==> src/rtl/riscv_cpu.sv <==
// ----------------------------------------------------------------------------
// riscv_cpu: single-cycle RV32I subset core with built-in instruction and
// data memories.
//
// Every clock executes one instruction. Fetch, decode, register read, ALU,
// data-memory read and writeback are combinational. The pc, the register
// file and the data memory update together on the rising edge.
//
// Ports
//   clk      in   single clock, rising edge
//   rst_n    in   synchronous active-low reset
//   pc       out  current instruction address
//   pc_next  out  address loaded into pc at the next rising edge
//   instr    out  instruction fetched at pc
//   result   out  value on the register-file write port, 0 when no write
//
// Supported: lw, sw, add/sub/and/or/xor/slt/sll/srl,
//            addi/andi/ori/xori/slti, beq, bne, jal.
// Every other opcode/funct3 is a NOP that only advances pc by 4.
// ----------------------------------------------------------------------------
module riscv_cpu #(
    parameter logic [31:0]      RESET_PC   = 32'h0000_1000,
    parameter int unsigned      IMEM_WORDS = 64,
    parameter logic [31:0]      DMEM_BASE  = 32'h0000_2000,
    parameter int unsigned      DMEM_WORDS = 64,
    // Instruction words 0..3; element 0 is the word at RESET_PC.
    parameter logic [3:0][31:0] IMEM_INIT  = {32'hFE42_0AE3, 32'h0062_E233,
                                              32'h0064_A423, 32'hFFC4_A303}
) (
    input  logic        clk,
    input  logic        rst_n,
    output logic [31:0] pc,
    output logic [31:0] pc_next,
    output logic [31:0] instr,
    output logic [31:0] result
);

    localparam int unsigned DAW = (DMEM_WORDS > 1) ? $clog2(DMEM_WORDS) : 1;

    localparam logic [6:0] OP_LOAD   = 7'b0000011;
    localparam logic [6:0] OP_STORE  = 7'b0100011;
    localparam logic [6:0] OP_REG    = 7'b0110011;
    localparam logic [6:0] OP_IMM    = 7'b0010011;
    localparam logic [6:0] OP_BRANCH = 7'b1100011;
    localparam logic [6:0] OP_JAL    = 7'b1101111;

    logic [31:0] pc_q, pc_d;
    logic [31:0] regs_q [32];
    logic [31:0] dmem_q [DMEM_WORDS];

    logic [6:0]  opcode;
    logic [4:0]  rd, rs1, rs2;
    logic [2:0]  funct3;
    logic [31:0] imm_i, imm_s, imm_b, imm_j;
    logic [31:0] rs1_val, rs2_val, pc_plus4;
    logic [31:0] imem_idx;
    logic [31:0] mem_addr, dmem_word, mem_rdata;
    logic [DAW-1:0] dmem_idx;
    logic        wb_en, mem_we;
    logic [31:0] wb_val;

    // ------------------------------------------------------------------
    // Fetch: only words 0..3 carry a program, the rest of imem is NOP.
    // ------------------------------------------------------------------
    assign imem_idx = ((pc_q - RESET_PC) >> 2) % IMEM_WORDS;
    assign instr    = (imem_idx < 32'd4) ? IMEM_INIT[imem_idx[1:0]] : 32'h0000_0013;

    // ------------------------------------------------------------------
    // Decode
    // ------------------------------------------------------------------
    assign opcode = instr[6:0];
    assign rd     = instr[11:7];
    assign funct3 = instr[14:12];
    assign rs1    = instr[19:15];
    assign rs2    = instr[24:20];

    assign imm_i = {{20{instr[31]}}, instr[31:20]};
    assign imm_s = {{20{instr[31]}}, instr[31:25], instr[11:7]};
    assign imm_b = {{19{instr[31]}}, instr[31], instr[7], instr[30:25], instr[11:8], 1'b0};
    assign imm_j = {{11{instr[31]}}, instr[31], instr[19:12], instr[20], instr[30:21], 1'b0};

    // Reads see the pre-edge register contents, so a same-cycle write to
    // rd is not visible until the following instruction.
    assign rs1_val  = (rs1 == 5'd0) ? '0 : regs_q[rs1];
    assign rs2_val  = (rs2 == 5'd0) ? '0 : regs_q[rs2];
    assign pc_plus4 = pc_q + 32'd4;

    // ------------------------------------------------------------------
    // Data memory addressing (shared by lw and sw)
    // ------------------------------------------------------------------
    assign mem_addr  = rs1_val + ((opcode == OP_STORE) ? imm_s : imm_i);
    assign dmem_word = ((mem_addr - DMEM_BASE) >> 2) % DMEM_WORDS;
    assign dmem_idx  = DAW'(dmem_word);
    assign mem_rdata = dmem_q[dmem_idx];

    // ------------------------------------------------------------------
    // Execute / next pc
    // ------------------------------------------------------------------
    always_comb begin
        pc_d   = pc_plus4;
        wb_en  = 1'b0;
        wb_val = '0;
        mem_we = 1'b0;
        case (opcode)
            OP_LOAD: begin
                if (funct3 == 3'b010) begin
                    wb_en  = 1'b1;
                    wb_val = mem_rdata;
                end
            end
            OP_STORE: begin
                mem_we = (funct3 == 3'b010);
            end
            OP_REG: begin
                wb_en = 1'b1;
                case (funct3)
                    3'b000:  wb_val = instr[30] ? (rs1_val - rs2_val) : (rs1_val + rs2_val);
                    3'b001:  wb_val = rs1_val << rs2_val[4:0];
                    3'b010:  wb_val = {31'b0, $signed(rs1_val) < $signed(rs2_val)};
                    3'b100:  wb_val = rs1_val ^ rs2_val;
                    3'b101:  wb_val = rs1_val >> rs2_val[4:0];
                    3'b110:  wb_val = rs1_val | rs2_val;
                    3'b111:  wb_val = rs1_val & rs2_val;
                    default: wb_en  = 1'b0;
                endcase
            end
            OP_IMM: begin
                wb_en = 1'b1;
                case (funct3)
                    3'b000:  wb_val = rs1_val + imm_i;
                    3'b010:  wb_val = {31'b0, $signed(rs1_val) < $signed(imm_i)};
                    3'b100:  wb_val = rs1_val ^ imm_i;
                    3'b110:  wb_val = rs1_val | imm_i;
                    3'b111:  wb_val = rs1_val & imm_i;
                    default: wb_en  = 1'b0;
                endcase
            end
            OP_BRANCH: begin
                if ((funct3 == 3'b000 && rs1_val == rs2_val) ||
                    (funct3 == 3'b001 && rs1_val != rs2_val)) begin
                    pc_d = pc_q + imm_b;
                end
            end
            OP_JAL: begin
                wb_en  = 1'b1;
                wb_val = pc_plus4;
                pc_d   = pc_q + imm_j;
            end
            default: ;
        endcase
    end

    assign pc      = pc_q;
    assign pc_next = rst_n ? pc_d : RESET_PC;
    assign result  = wb_en ? wb_val : '0;

    // ------------------------------------------------------------------
    // State update; reset reloads the register file and data memory
    // images and suppresses the in-flight instruction's writes.
    // ------------------------------------------------------------------
    always_ff @(posedge clk) begin
        if (!rst_n) begin
            pc_q <= RESET_PC;
            for (int unsigned i = 0; i < 32; i++) begin
                regs_q[i[4:0]] <= (i == 5) ? 32'h0000_0006 :
                                  (i == 9) ? 32'h0000_2004 : '0;
            end
            for (int unsigned i = 0; i < DMEM_WORDS; i++) begin
                dmem_q[i[DAW-1:0]] <= (i == 0) ? 32'h0000_000A : '0;
            end
        end else begin
            pc_q <= pc_d;
            if (wb_en && rd != 5'd0) begin
                regs_q[rd] <= wb_val;
            end
            if (mem_we) begin
                dmem_q[dmem_idx] <= rs2_val;
            end
        end
    end

endmodule

==> config.mk <==
export PLATFORM = sky130hd
export DESIGN_NAME = riscv_cpu
export DESIGN_NICKNAME = d
export VERILOG_FILES = /design/src/rtl/riscv_cpu.sv
export SDC_FILE = /design/constraint.sdc
export NUM_CORES = 2
export LEC_CHECK = 0
export ABC_CLOCK_PERIOD_IN_PS = 11700
export BUFFER_PORTS_ARGS = -buffer_cell sky130_fd_sc_hd__buf_2
export CAP_MARGIN = 20
export CORE_ASPECT_RATIO = 0.7
export CORE_MARGIN = 3
export CORE_UTILIZATION = 35
export CTS_BUF_LIST = sky130_fd_sc_hd__clkbuf_16
export DETAILED_ROUTE_END_ITERATION = 7
export SLEW_MARGIN = 25
export SYNTH_ARGS = -nofsm -noshare
export SYNTH_HDL_FRONTEND = slang
export SYNTH_SLANG_ARGS = --single-unit
==> constraint.sdc <==
create_clock -name clk -period 11.7 [get_ports clk]
set_clock_uncertainty 0.2 [all_clocks]
set_input_delay 2.34 -clock clk [delete_from_list [all_inputs] [get_ports clk]]
set_output_delay 2.34 -clock clk [all_outputs]
set_load 0.05 [all_outputs]
# Yosys cells after proc, flatten, opt, wreduce, memory -nomap -nowiden
# Memory sizes are Yosys's and may differ from the RTL's.
# Index checks and enable logic that the tools add are counted.
[word_totals]
reg_bits = 32
mem_bits_rw = 3072
in_bits = 2
out_inout_bits = 128
wordCells = 83
n_memories = 2
[classes]
addsub = 9
n_lt_le_gt_ge = 4
eq_ne = 14
n_shift = 2
mux = 33
n_bitwise = 6
n_reduce_logical = 12
[memory_table]
columns = ["memory", "depth", "width", "rd", "rd_clocked_by_memory_dff", "write_ports", "line", "rtl"]
rows = [
  ["dmem_q", 64, 32, 1, 0, 64, "49", "logic [31:0] dmem_q [DMEM_WORDS];"],
  ["regs_q", 32, 32, 2, 0, 32, "48", "logic [31:0] regs_q [32];"],
]
[ops]
columns = ["cell", "count"]
rows = [
  ["$mux W32", 11],
  ["$pmux W32 S7", 1],
  ["$pmux W32 S5", 1],
  ["$add A32 B32 Y32", 4],
  ["$pmux W32 S4", 1],
  ["$and A32 B32 Y32", 2],
  ["$bmux W32 S2", 1],
  ["$or A32 B32 Y32", 2],
  ["$pmux W32 S2", 1],
  ["$reduce_or A32 Y1", 2],
  ["$xor A32 B32 Y32", 2],
  ["$add A32 B3 Y32 const B", 1],
  ["$eq A32 B32 Y1", 1],
  ["$lt A32 B12 Y1", 1],
  ["$lt A32 B32 Y1", 1],
  ["$ne A32 B32 Y1", 1],
  ["$shl A32 B5 Y32", 1],
  ["$shr A32 B5 Y32", 1],
  ["$sub A32 B32 Y32", 1],
  ["$sub A8 B1 Y8 const B", 2],
  ["$eq A7 B6 Y1 const B", 2],
  ["$eq A7 B7 Y1 const B", 2],
  ["$mux W1", 13],
  ["$eq A3 B3 Y1 const B", 4],
  ["other kinds (17)", 21],
]

# Longest topological paths before layout
[depth]
word_depth = 14
depth_mapped = 26
depth_no_buf = 17

# Least setup slack after synthesis
# No wires, ideal clock.
[synth_path]
kind = "register -> output"
start = "register pc_q[3] (netlist: pc[3])"
end = "output result[29]"
arrival_ns = 10.350
setup_slack_ns = -1.190
path_stages_with_launch = 21
n_path_buf = 6
path_cell_list = "dfxtp_1 > clkbuf_1 > buf_1 > buf_1 > inv_1 > ha_1 > buf_2 > buf_2 > nor2_1 > inv_1 > ha_1 > buf_2 > or2_2 > a21o_1 > and3_1 > a2111o_1 > a21oi_1 > o21ai_0 > a31oi_1 > xor2_1 > o21ai_0"
[synth_via]
word_cells_on_any_way = 50
classes_between = "add/sub (7); order compare (1); eq/ne (11); shift (2); mux (16); bitwise (6); reduce/logical (5); memory (2)"
[synth_rtl]
columns = ["element", "line", "rtl"]
rows = [
  ["start, declared", "47", "logic [31:0] pc_q, pc_d;"],
  ["start signal, assigned", "172", "pc_q <= pc_d;"],
  ["$sub A8 B1 Y8 *", "65", "assign imem_idx = ((pc_q - RESET_PC) >> 2) % IMEM_WORDS;"],
  ["parallel branches: the longest is 2 deep, another holds $lt A6 B3 Y1", "-", ""],
  ["$mux W32 *", "66", "assign instr = (imem_idx < 32'd4) ? IMEM_INIT[imem_idx[1:0]] : 32'h0000_0013;"],
  ["named net instr[25]", "34", "output logic [31:0] instr,"],
  ["$add A8 B8 Y8", "91", "assign mem_addr = rs1_val + ((opcode == OP_STORE) ? imm_s : imm_i);"],
  ["$sub A8 B1 Y8", "92", "assign dmem_word = ((mem_addr - DMEM_BASE) >> 2) % DMEM_WORDS;"],
  ["$mem_v2 Z64 W32", "-", ""],
  ["$mux W32", "106", "if (funct3 == 3'b010) begin"],
  ["$pmux W32 S4 *", "104", "case (opcode)"],
  ["$mux W32 *", "155", "assign result = wb_en ? wb_val : '0;"],
  ["end, declared", "35", "output logic [31:0] result"],
]
# Mark *: on every way through the listed nets, which the timed path passes. The select of a mux whose other input is x is not followed.

# Worst setup path after layout
[layout_path]
start = "register pc_q[5] (netlist: pc[5])"
end = "output result[26]"
[layout_via]
elab_chain_cells = 11
word_cells_on_any_way = 48
classes_between = "add/sub (7); order compare (1); eq/ne (11); shift (2); mux (14); bitwise (6); reduce/logical (5); memory (2)"
[layout_rtl]
columns = ["element", "line"]
rows = [
  ["$sub A8 B1 Y8", "65"],
  ["$lt A6 B3 Y1", "66"],
  ["$mux W32", "66"],
  ["$mem_v2 Z32 W32 (tied with other cells)", "-"],
  ["$mux W32 or $mux W5 (tied branches)", "84, 91"],
  ["$add A8 B8 Y8", "91"],
  ["$sub A8 B1 Y8", "92"],
  ["$mem_v2 Z64 W32", "-"],
  ["$mux W32", "106"],
  ["$pmux W32 S4", "104"],
  ["$mux W32 *", "155"],
]
# Mark *: on every way between the ends. The rest lies on a longest branch, timed or not.

==> qor.yml <==
global_routing:
  grt_pass1_vias: 69475
  grt_usage_pct: 24.44
  grt_pass1_wl_mm: 528.2
  grt_max_degree: 80
  antenna_found_initial: 28
  gr-total-overflow: 0
placed_design:
  dp.final_hpwl_mm: 239.7
  gp_congestion: 0.9864
  port_buffers: 121
  placed_cells: 12104
clock_tree:
  clock_sink_count: 2304
  holdBufCountCts: 0
  cts_buffer_depth: 4
  root_buffer: "clkbuf_16"
  path_clk_slew_ns: 0.06
  cts_buffers: 210
  cts_resized: 0
  cts_htree_levels: 4
  clk_latency_ns: 0.91
  cts_tree: "built"
  post_cts_buffers: 0
routing:
  routed_wl_mm: 376.1
  wl_per_cell_um: 30.13
  vias: 74597
  first_pass_iters: 6
  drt_iter0_markers: 12744
  detail-route-antenna-nets: 0
  drcViolationCount: 0
  vias_per_cell: 5.974
yosys:
  synth_edf_count: 2272
  syn_inst: 8449
  ys_types: 90
  avgSynthCellArea_um2: 12.06
  synthFlopType: "edfxtp_1"
  ys_seq_area_share_pct: 67.56
  yosysWarnings: 0
  synthesis.area_um2: 101900
  ys_ff_latch: 2304
  ys_async_sr_fraction_pct: 0
power_and_ir_drop:
  max-vdd-ir-drop_mv: 0.1590
  p_per_area_nw_per_um2: 247.4
  leakage_nw: 41.71
timing:
  period_needed_ns: 11.37
  post-route-period-util_pct: 97.21
  slew_headroom_pct: 12.17
  slew_violations: 0
  final-setup-viol-count: 0
  tns_ns: 0
  hold_slack_ns: 0.2807
  tightest_slew_ns: 1.310
  clock.fmax_ghz: 0.08792
  rsz0062_at_grt: "false"
  hold_viol: 0
finish:
  drive_above_1_share_pct: 11.27
  utilization_pct: 39.65
  fin_nets: 8653
  area_delta_synth_final_pct: 12.52
  stdcell_count: 12486
  fill_cells: 27192
setup_path:
  worstSetupEndpointType: "output port"
  rr_worst_depth: 17
  path_max_fanout: 59
  cp.required_ns: 9.16
  crit_family: "compound AO/OA/AOI/OAI gates"
  reg2reg_to: "regs_q[6][13]$_SDFFCE_PN0P_"
  crit_slowest_cell: "or3_4"
  critPathLaunchType: "flip-flop"
  reg2reg_slack_ns: 3.45
  cpMostUsedCell: "nor2_1"
  cp_num_buf_inv: 5
  critPathKind: "flip-flop to output port"
  crit_arrival_ns: 8.83
  r2r-start: "pc[5]$_DFF_P_"
  cp_cell_sequence: "or4_2, inv_4, nand2_1, nor2_1, nor2_1, a21o_1, ha_1, xnor2_1, or3_4, buf_12, o22a_1, o221ai_1, o31ai_1, o311ai_0, a2111oi_0, buf_4, a221oi_2, inv_1, buf_2"
  max_stage_delay_ns: 0.94
worst_hold_path:
  hold_path_end: "pc[0]$_DFF_P_"
  worstHoldPathCells: 1
  min-delay-start: "pc[0]$_DFF_P_"
  hold_path_class: "flip-flop to flip-flop"
floorplan:
  dieArea_um2: 297800
  ios: 130
  die_w_um: 651
  dieHeight_um: 457.5
  initial_core_util_pct: 35.24
  rows: 165
  core_um2: 289200
run_status:
  status: "finished, final reports clean"
flow_run:
  maxCapViolations: 0
[cell families (layout without fill, tap and decap cells)]
group	count (synthesis)	count (layout)	share of synthesized area [%]
fa+ha+maj	174	174	2.158
other cells	2	147	0.007368
mux	109	109	1.558
compound gates	1664	1664	11.55
simple gates	3214	3214	12.90
buf+inv	910	961	3.638
flops	2304	2304	67.56
xor+xnor	72	72	0.6187
[cells in the final DEF (no fill, tap or decap), types with 31 or more instances in the layout]
cell type,n
ha_1,169
o22ai_1,275
buf_4,335
nand2b_1,37
nand3_1,37
mux4_2,37
o221ai_1,113
nor3_1,87
o21ai_0,441
dfxtp_1,31
nand2_1,264
a21oi_1,100
nor2_1,2442
edfxtp_1,2272
clkinv_1,39
clkbuf_16,213
xnor2_1,42
nor4_1,148
mux2i_1,45
o22a_1,410
o32ai_1,32
inv_1,152
conb_1,136
clkinv_2,39
buf_2,120
[through the flow]
stage	cell area [um2]	total power, mW	setup slack (ns)
2_1_floorplan	102400	15.25	0.3703
3_3_place_gp	108000	20.98	1.313
3_5_place_dp	108100	21.09	1.435
4_1_cts	114500	27.68	0.4860
5_1_grt	114700	28.86	0.08591
6_report	114700	28.38	0.3266
[final cells by class]
type	count	area, um2	area share, %
Antenna cell	11	27.53	0.02400
Clock inverter	156	1027	0.8957
Sequential cell	2304	68870	60.05
Timing Repair Buffer	484	3667	3.198
Tap cell	3841	4806	4.190
Multi-Input combinational cell	5369	30550	26.64
Clock buffer	213	5330	4.647
Inverter	108	407.9	0.3556
[power by group]
part / switching, mW / internal (mW) / leakage [nW]
clock: 3.13 / 3.57 / 3.33
sequential: 0.124 / 9.49 / 23.7
combinational: 9.09 / 2.98 / 14.7
[worst max path at each step]
stage	endpoint	slack, ns	depth (start not counted)	from
floorplan	result[29]	0.37	20	pc[3]$_DFF_P_
CTS	result[26]	0.49	19	pc[5]$_DFF_P_
global route	result[26]	0.09	19	pc[5]$_DFF_P_
global placement	result[4]	1.31	17	pc[5]$_DFF_P_
detailed placement	result[26]	1.44	19	pc[5]$_DFF_P_
finish	result[26]	0.33	19	pc[5]$_DFF_P_
[registers in the layout (all words and copies together), names as in the netlist]
| name | flops |
|---|---|
| dmem_q | 2048 |
| pc | 32 |
| regs_q | 224 |
[per-layer routing]
metal  global-route usage [%]  wire length [um]
met3                    9.745             59470
met1                    35.21            150400
met4                    7.688             14380
met2                    33.20            151400
met5                   0.8987               531
[synth_stat cells (17+ instances only)]
| master | count | area [um2] |
|---|---|---|
| edfxtp_1 | 2272 | 68230 |
| and3_1 | 20 | 125.1 |
| o311ai_0 | 31 | 271.5 |
| a21o_1 | 30 | 225.2 |
| nand2b_1 | 37 | 231.5 |
| mux4_2 | 37 | 833.3 |
| buf_4 | 25 | 187.7 |
| xor2_1 | 25 | 219.0 |
| o22a_1 | 410 | 3591 |
| o32ai_1 | 46 | 402.9 |
| inv_1 | 106 | 397.9 |
| nand3_1 | 37 | 185.2 |
| nor2b_1 | 17 | 106.4 |
| nor3_1 | 94 | 470.5 |
| mux2_2 | 27 | 304.0 |
| o21ai_0 | 453 | 2267 |
| or3_1 | 25 | 156.4 |
| xnor2_1 | 47 | 411.6 |
| buf_1 | 88 | 330.3 |
| buf_2 | 141 | 705.7 |
| o22ai_1 | 275 | 1720 |
| ha_1 | 171 | 2140 |
| nor4_1 | 163 | 1020 |
| or4_1 | 20 | 150.1 |
| o221ai_1 | 113 | 989.7 |
| a31oi_1 | 25 | 156.4 |
| a21oi_1 | 100 | 500.5 |
| mux2i_1 | 45 | 450.4 |
| nor2_1 | 2452 | 9204 |
| clkbuf_1 | 545 | 2046 |
| a211oi_1 | 29 | 217.7 |
| nand2_1 | 294 | 1104 |
| dfxtp_1 | 32 | 640.6 |
Power figures use the tool's default switching activity.
